==> src/rtl/pipe_fetch_queue_if.sv <==
// Fetch-stage bus: instruction-memory lookup, redirect/stall control from
// the rest of the pipeline, and the head-of-queue view handed to decode.
interface pipe_fetch_queue_if #(
    parameter int ADDR_W = 32,
    parameter int IM_AW  = 5,
    parameter int DEPTH  = 4
);
    localparam int CW = $clog2(DEPTH) + 1;

    logic [IM_AW-1:0]  im_addr;
    logic [31:0]       im_data;
    logic              redirect;
    logic [ADDR_W-1:0] redirect_pc;
    logic              stall;
    logic              out_valid;
    logic [31:0]       out_ir;
    logic [ADDR_W-1:0] out_pc_4;
    logic [CW-1:0]     count;

    // The fetch queue drives the IM address and the decode-facing head.
    modport master (
        output im_addr,
        output out_valid,
        output out_ir,
        output out_pc_4,
        output count,
        input  im_data,
        input  redirect,
        input  redirect_pc,
        input  stall
    );

    // The surrounding core: IM, branch/jump resolution and decode.
    modport slave (
        input  im_addr,
        input  out_valid,
        input  out_ir,
        input  out_pc_4,
        input  count,
        output im_data,
        output redirect,
        output redirect_pc,
        output stall
    );
endinterface

==> src/rtl/pipe_fetch_queue.sv <==
// Instruction-fetch stage: a PC generator that keeps fetching into a
// DEPTH-entry circular queue while decode stalls. A redirect flushes the
// queue and restarts fetch at the target; decode sees a NOP when empty.
module pipe_fetch_queue #(
    parameter int                ADDR_W   = 32,
    parameter int                IM_AW    = 5,
    parameter int                DEPTH    = 4,
    parameter logic [ADDR_W-1:0] RESET_PC = '0
) (
    input  logic                  clk,
    input  logic                  rst,
    pipe_fetch_queue_if.master    bus
);
    localparam int                PW      = $clog2(DEPTH);
    localparam int                CW      = PW + 1;
    localparam logic [CW-1:0]     DEPTH_C = CW'(DEPTH);
    localparam logic [ADDR_W-1:0] PC_STEP = ADDR_W'(4);
    localparam logic [PW-1:0]     PTR_ONE = PW'(1);

    // Architectural state
    logic [ADDR_W-1:0] fetch_pc_reg, fetch_pc_next;
    logic [PW-1:0]     wr_ptr_reg,   wr_ptr_next;
    logic [PW-1:0]     rd_ptr_reg,   rd_ptr_next;
    logic [CW-1:0]     count_reg,    count_next;

    // Queue storage (deliberately not reset; pointers/count define validity)
    logic [31:0]       ir_mem  [DEPTH];
    logic [ADDR_W-1:0] pc4_mem [DEPTH];

    logic              head_valid;
    logic              pop_req;
    logic              pop;
    logic              push;
    logic [ADDR_W-1:0] pc_plus_4;
    logic [DEPTH-1:0]  entry_we;

    assign head_valid = (count_reg != '0);
    assign pc_plus_4  = fetch_pc_reg + PC_STEP;

    // Decode consumes the head whenever it is valid and not holding.
    assign pop_req = head_valid & ~bus.stall;

    // A redirect discards the whole queue, so a same-cycle pop is not recorded.
    assign pop = pop_req & ~bus.redirect;

    // Fetch proceeds when there is room, or when the head leaves this cycle
    // (full + pop keeps one instruction per cycle flowing).
    assign push = ~bus.redirect & ((count_reg < DEPTH_C) | pop_req);

    // One write-enable per queue slot, selected by the write pointer.
    generate
        for (genvar gi = 0; gi < DEPTH; gi++) begin : g_entry_we
            assign entry_we[gi] = push & (wr_ptr_reg == PW'(gi));
        end
    endgenerate

    // Next-state for pointers, occupancy and PC; redirect overrides all.
    always_comb begin
        fetch_pc_next = fetch_pc_reg;
        wr_ptr_next   = wr_ptr_reg;
        rd_ptr_next   = rd_ptr_reg;
        count_next    = count_reg;
        if (bus.redirect) begin
            fetch_pc_next = bus.redirect_pc;
            wr_ptr_next   = '0;
            rd_ptr_next   = '0;
            count_next    = '0;
        end else begin
            if (push) begin
                fetch_pc_next = pc_plus_4;
                wr_ptr_next   = wr_ptr_reg + PTR_ONE;
            end
            if (pop) begin
                rd_ptr_next = rd_ptr_reg + PTR_ONE;
            end
            count_next = count_reg + CW'(push) - CW'(pop);
        end
    end

    // Control state register with asynchronous active-low reset.
    always_ff @(posedge clk or negedge rst) begin
        if (!rst) begin
            fetch_pc_reg <= RESET_PC;
            wr_ptr_reg   <= '0;
            rd_ptr_reg   <= '0;
            count_reg    <= '0;
        end else begin
            fetch_pc_reg <= fetch_pc_next;
            wr_ptr_reg   <= wr_ptr_next;
            rd_ptr_reg   <= rd_ptr_next;
            count_reg    <= count_next;
        end
    end

    // Capture the fetched instruction and its PC+4 into the slot at wr_ptr.
    always_ff @(posedge clk) begin
        for (int i = 0; i < DEPTH; i++) begin
            if (entry_we[i]) begin
                ir_mem[i]  <= bus.im_data;
                pc4_mem[i] <= pc_plus_4;
            end
        end
    end

    // Head view is combinational; an empty queue presents a NOP bubble.
    always_comb begin
        bus.out_valid = head_valid;
        bus.out_ir    = 32'h0;
        bus.out_pc_4  = '0;
        if (head_valid) begin
            bus.out_ir   = ir_mem[rd_ptr_reg];
            bus.out_pc_4 = pc4_mem[rd_ptr_reg];
        end
    end

    assign bus.im_addr = fetch_pc_reg[IM_AW+1:2];
    assign bus.count   = count_reg;

endmodule

==> src/flat_wrapper.sv <==
// flat-port wrapper written by rule: the top's interface ports become plain ports
module pipe_fetch_queue_flat 
#(
    parameter int                ADDR_W   = 32,
    parameter int                IM_AW    = 5,
    parameter int                DEPTH    = 4,
    parameter logic [ADDR_W-1:0] RESET_PC = '0
)
  (clk, rst, bus_im_addr, bus_out_valid, bus_out_ir, bus_out_pc_4, bus_count, bus_im_data, bus_redirect, bus_redirect_pc, bus_stall);
  pipe_fetch_queue_if #(.ADDR_W(ADDR_W), .IM_AW(IM_AW), .DEPTH(DEPTH)) bus_i ();
  input  logic clk;
  input  logic rst;
  output wire logic [$bits(bus_i.im_addr)-1:0] bus_im_addr;
  output wire logic [$bits(bus_i.out_valid)-1:0] bus_out_valid;
  output wire logic [$bits(bus_i.out_ir)-1:0] bus_out_ir;
  output wire logic [$bits(bus_i.out_pc_4)-1:0] bus_out_pc_4;
  output wire logic [$bits(bus_i.count)-1:0] bus_count;
  input wire logic [$bits(bus_i.im_data)-1:0] bus_im_data;
  input wire logic [$bits(bus_i.redirect)-1:0] bus_redirect;
  input wire logic [$bits(bus_i.redirect_pc)-1:0] bus_redirect_pc;
  input wire logic [$bits(bus_i.stall)-1:0] bus_stall;
  assign bus_im_addr = bus_i.im_addr;
  assign bus_out_valid = bus_i.out_valid;
  assign bus_out_ir = bus_i.out_ir;
  assign bus_out_pc_4 = bus_i.out_pc_4;
  assign bus_count = bus_i.count;
  assign bus_i.im_data = bus_im_data;
  assign bus_i.redirect = bus_redirect;
  assign bus_i.redirect_pc = bus_redirect_pc;
  assign bus_i.stall = bus_stall;
  pipe_fetch_queue #(.ADDR_W(ADDR_W), .IM_AW(IM_AW), .DEPTH(DEPTH), .RESET_PC(RESET_PC)) u_core (.clk(clk), .rst(rst), .bus(bus_i));
endmodule
==> config.mk <==
export PLATFORM = sky130hd
export DESIGN_NAME = pipe_fetch_queue_flat
export DESIGN_NICKNAME = d
export VERILOG_FILES = /design/src/rtl/pipe_fetch_queue_if.sv /design/src/rtl/pipe_fetch_queue.sv /design/src/flat_wrapper.sv
export SDC_FILE = /design/constraint.sdc
export NUM_CORES = 1
export LEC_CHECK = 0
export CORE_MARGIN = 3
export CORE_UTILIZATION = 60
export DETAILED_ROUTE_END_ITERATION = 7
export PLACE_DENSITY = 0.93
export SLEW_MARGIN = 20
export SYNTH_ARGS = -nofsm -noshare
export SYNTH_HDL_FRONTEND = slang
export SYNTH_SLANG_ARGS = --single-unit
==> constraint.sdc <==
create_clock -name clk -period 5.75 [get_ports clk]
set_clock_uncertainty 0.2 [all_clocks]
set_input_delay 1.15 -clock clk [delete_from_list [all_inputs] [get_ports clk]]
set_output_delay 1.15 -clock clk [all_outputs]
set_load 0.03 [all_outputs]
== After elaboration in Yosys (flattened, before gate mapping) ==
Memory sizes are Yosys's and may differ from the RTL's.
Index checks and enable logic that the tools add are counted.
Widths: inputs -> output; s select.
Operators by class
  bitwise operators: 10
  reduce and logical (&&, ||, !) cells: 10
  muxes and demuxes: 35
  eq/ne operators: 3
  add/sub/neg operators: 5
  order comparisons: 1
Operators by type and width (number)
  $mux 32: 10
  $reduce_or 32->1: 6
  $add 32x3->32 const B: 1
  $mux 2: 10
  $mux 1: 14
  $and 1x1->1: 7
  $add 2x1->2 const B: 2
  $eq 2x2->1 const B: 2
  $reduce_bool 2->1: 2
  $add 3x1->3: 1
  $lt 3x3->1 const B: 1
  $mux 3: 1
  $reduce_bool 3->1: 1
  $sub 3x1->3: 1
  $eq 2x1->1 const B: 1
  $logic_not 2->1: 1
  $not 1->1: 2
  $or 1x1->1: 1
Storage, ports and cells
  memories kept: 2
  register bits after elaboration: 39
  input port bits: 68
  word-level logic and storage cells: 70
  bits in writable memories: 256
Memory list
  u_core.ir_mem: words 4, bits a word 32, rd ports 1, clocked after memory_dff 0, wr ports 1, line pipe_fetch_queue.sv:27  | logic [31:0] ir_mem [DEPTH];
  u_core.pc4_mem: words 4, bits a word 32, rd ports 1, clocked after memory_dff 0, wr ports 1, line pipe_fetch_queue.sv:28  | logic [ADDR_W-1:0] pc4_mem [DEPTH];

== Logic depth before layout (Yosys ltp) ==
  depth in word-level cells: 11
  mapped depth: 10

== Worst setup path before layout ==
No wires, ideal clock.
  path type: input-to-reg
  start point: input bus_stall
  end point: memory u_core.ir_mem[0][0], enable pin
  slack: 1.832 ns
  stages on the path: 4
  library setup time: 0.429 ns
  arrival: 3.289 ns
  cells stage by stage: and2_1 > buf_1 > nor2_1 > and2_1
On the way
  elaborated cells between the ends (all ways): 25
RTL lines
  start, declared: line flat_wrapper.sv:21  | input wire logic [$bits(bus_i.stall)-1:0] bus_stall;
  $not 1->1: line pipe_fetch_queue.sv:41  | assign pop_req = head_valid & ~bus.stall;
  $and 1x1->1: line pipe_fetch_queue.sv:41
  $or 1x1->1: line pipe_fetch_queue.sv:48  | assign push = ~bus.redirect & ((count_reg < DEPTH_C) | pop_req);
  $and 1x1->1: line pipe_fetch_queue.sv:48
  $and 1x1->1: line pipe_fetch_queue.sv:53  | assign entry_we[gi] = push & (wr_ptr_reg == PW'(gi));
  named net u_core.entry_we[0]: line pipe_fetch_queue.sv:35  | logic [DEPTH-1:0] entry_we;
  $mux 1: line pipe_fetch_queue.sv:98  | if (entry_we[i]) begin
  $mux 1 (implied by the code): line pipe_fetch_queue.sv:99  | ir_mem[i] <= bus.im_data;
  $mux 1 (no line) (3 in series)
  end, declared: line pipe_fetch_queue.sv:27
The timed path passes the listed nets, and every way through them passes these cells.

== Worst setup path in the final report ==
  start point: register u_core.rd_ptr_reg[0]
  end point: output bus_out_pc_4[31]
On the way
  cells in the longest elaborated chain, start to end: 2
RTL lines
  start, declared: line pipe_fetch_queue.sv:23  | logic [PW-1:0] rd_ptr_reg, rd_ptr_next;
  start signal, assigned: line pipe_fetch_queue.sv:90  | rd_ptr_reg <= rd_ptr_next;
  $mem_v2 4x32
  $mux 32: line pipe_fetch_queue.sv:110  | if (head_valid) begin
  end, declared: line flat_wrapper.sv:16  | output wire logic [$bits(bus_i.out_pc_4)-1:0] bus_out_pc_4;
Every way passes these cells.

==> results.ini <==
[synthesis]
synth-edff-count = 256
synthDominantCellAreaShare = 0.622
syn_area_per_cell_sq_um = 17.0
yosysUniqueCellTypes = 39
synth_nets = 804
synth_area_leaders = edfxtp_1, mux4_2, dfrtp_1
yosysSeqAreaShare = 0.701
yosys.area.top_type = edfxtp_1
synthMuxAreaShare = 0.120
synth_flop_cell = edfxtp_1
synth-compound-area-share = 0.0121
netlist_instances = 728
yosysWarningCount = 0
synthSimpleGateAreaFrac = 0.0929
syn_area_sq_um = 12400
synthAdderAreaFrac = 0.00870
ys_async_sr_fraction = 0.132
synth_xor_xnor_area_share = 0.0445
ys_seq_elements = 295
synth_top_family_by_area = multiplexers

[clock_network]
cts_resized = 0
cts_htree_levels = 1
root_buffer = clkbuf_16
cts_tree = yes
cts_made_buffers = 29
clk-insertion-delay-late_ps = 530
cts.clk_slew.worst_paths_ps = 60
clock-sinks = 295
cts_max_path_buffers = 3
cts-hold-fix-buffers = 0
postCtsSetupBuffers = 0

[power]
p_per_area_nw_per_um2 = 476
power.leakage_uw = 0.00494
ir_drop_mv = 0.264

[final_layout]
fin_cells = 1139
n_antenna_cell = 0
syn_to_final_growth_pct = 19.8
nets = 928
drive_gt1_frac = 0.150

[critical_path]
cp-startpoint = u_core.rd_ptr_reg[0]
cp.required_ps = 4400
start_kind = flop
endpoint_kind = primary output
critPathKind = flop to primary output
cp.arrival_ps = 3030
worstPathMaxFanout = 43
r2r-start = u_core.fetch_pc_reg[2]

[placed_design]
hpwl_microns = 14300
io_buffer_count = 140
dp.cells = 1086
routabilityCongestion = 0.830

[route]
num_vias = 6674
drt_iter0_drc = 597
drc = 0
wl_microns = 24200
wire_per_inst_microns = 21.2
antenna_left = 0
viasPerCell = 5.86
firstDrtPassIters = 7

[sta]
fin_crit_sh = 0.761
slew_viol_final = 0
worst_pin_slew_ps = 1020
final_hold_viol_count = 0
setup_viol = 0
max_freq_mhz = 229
slew_headroom = 0.320
period_needed_ps = 4380
rsz0062_at_grt = no
fin_setup_tns_ps = 0

[global_routing]
first_global_vias = 6928
grt_max_degree = 66
grt_first_pass_wirelength_microns = 38300
antenna_found_initial = 0
grt_use_total = 0.222
grt-ovfl-total = 0

[floorplanning]
initial_core_util = 0.623
rows = 51
coreArea_sq_um = 19800
die-area_sq_um = 22400
io_pins = 141
die-width_microns = 150
die_h_microns = 150

[outcome]
outcome = completed

[hold_path]
min_path_type = flop to flop
hold_start = u_core.fetch_pc_reg[0]

[run]
max_cap_violations = 0

-- synthesized netlist by cell type, drive strengths merged, types with 3 or more instances --
cell,number
clkbuf,24
xnor2,30
and4,3
nand4,23
dfrtp,39
mux4,64
nor2,21
nand3,16
mux2,3
nor3,7
and3,8
o21ai,29
xor2,32
nor4,3
and2,70
edfxtp,256
inv,8
ha,7
buf,27
nand2,50
-- per-stage QoR --
stage	area [sq um]	hold WS (ps)	worst slack (ps)	util	total power [uW]
floorplan	12400	272	1830	-	4420
global placement	13900	292	1880	0.701	5320
detailed placement	13900	303	1860	0.701	5370
CTS	14800	316	1300	0.747	7140
global route	14800	343	1180	0.747	7360
finish	14800	316	1370	0.747	7060
-- power by group --
part / switching (uW) / internal (uW)
clock network: 745 / 1010
registers: 168 / 2660
logic: 1390 / 1090
-- routing by layer --
| layer | vias to the layer above | share of wire | global-route usage |
|---|---|---|---|
| li1 | 3000 | - | - |
| met1 | 3329 | 0.39 | 0.311 |
| met2 | 305 | 0.51 | 0.376 |
| met3 | 40 | 0.074 | 0.0324 |
| met4 | 0 | 0.021 | 0.0549 |
| met5 | - | 0 | 0 |
-- logic make-up after synthesis --
kind of cell               after synthesis
buffers and inverters                   59
and+or+nand+nor                        206
adders and majority gates                8
muxes                                   68
DFF                                    295
AOI/OAI and AO/OA                       30
xor gates and xnor gates                62
-- cell type report --
cell class | count | area (sq um)
inverters | 8 | 30.0
repair buffers | 144 | 1430
multi-input cells | 374 | 3450
well taps | 265 | 332
fillers | 1158 | 5030
clock inverters | 12 | 70.1
flip-flops and latches | 295 | 8670
clock buffers | 41 | 832
-- path summary, 6_finish.rpt --
kind	end	slack (ps)	cells after the start
max	bus_out_pc_4[31]	1370	4
max in group asynchronous	u_core.rd_ptr_reg[0]	4100	1
min reg2reg	u_core.pc4_mem[2][0]	320	0
max reg2reg	u_core.pc4_mem[1][30]	3010	6
min in group asynchronous	u_core.fetch_pc_reg[26]	560	1
min	u_core.pc4_mem[2][0]	320	0
-- critical path: stages, from the launching register on --
cell             delay [ps]
dfrtp_4                 740
buf_12                  380
mux4_2                  540
and2_1                  170
clkdlybuf4s50_1         620
-- cell usage in the layout, fill, tap and decap left out, types with 2 or more instances in the layout --
cell type,synthesis,routed
clkinv_1,0,4
nand3_1,15,15
xor2_1,31,31
clkdlybuf4s50_1,0,138
nor3_1,6,6
buf_2,16,2
clkbuf_8,0,4
xnor2_1,30,30
nand2_1,50,50
nand4_1,22,22
and2_4,0,4
clkbuf_1,23,7
clkinv_2,0,6
nor4_1,2,2
o21ai_0,28,28
dfrtp_1,39,37
mux4_2,64,64
ha_1,7,7
and3_1,6,6
and4_1,3,3
nor2_1,21,21
buf_4,5,3
clkbuf_16,0,30
edfxtp_1,256,256
inv_1,8,7
and2_1,70,66
mux2_2,3,3
No activity file was read; power rests on OpenSTA's default activity.
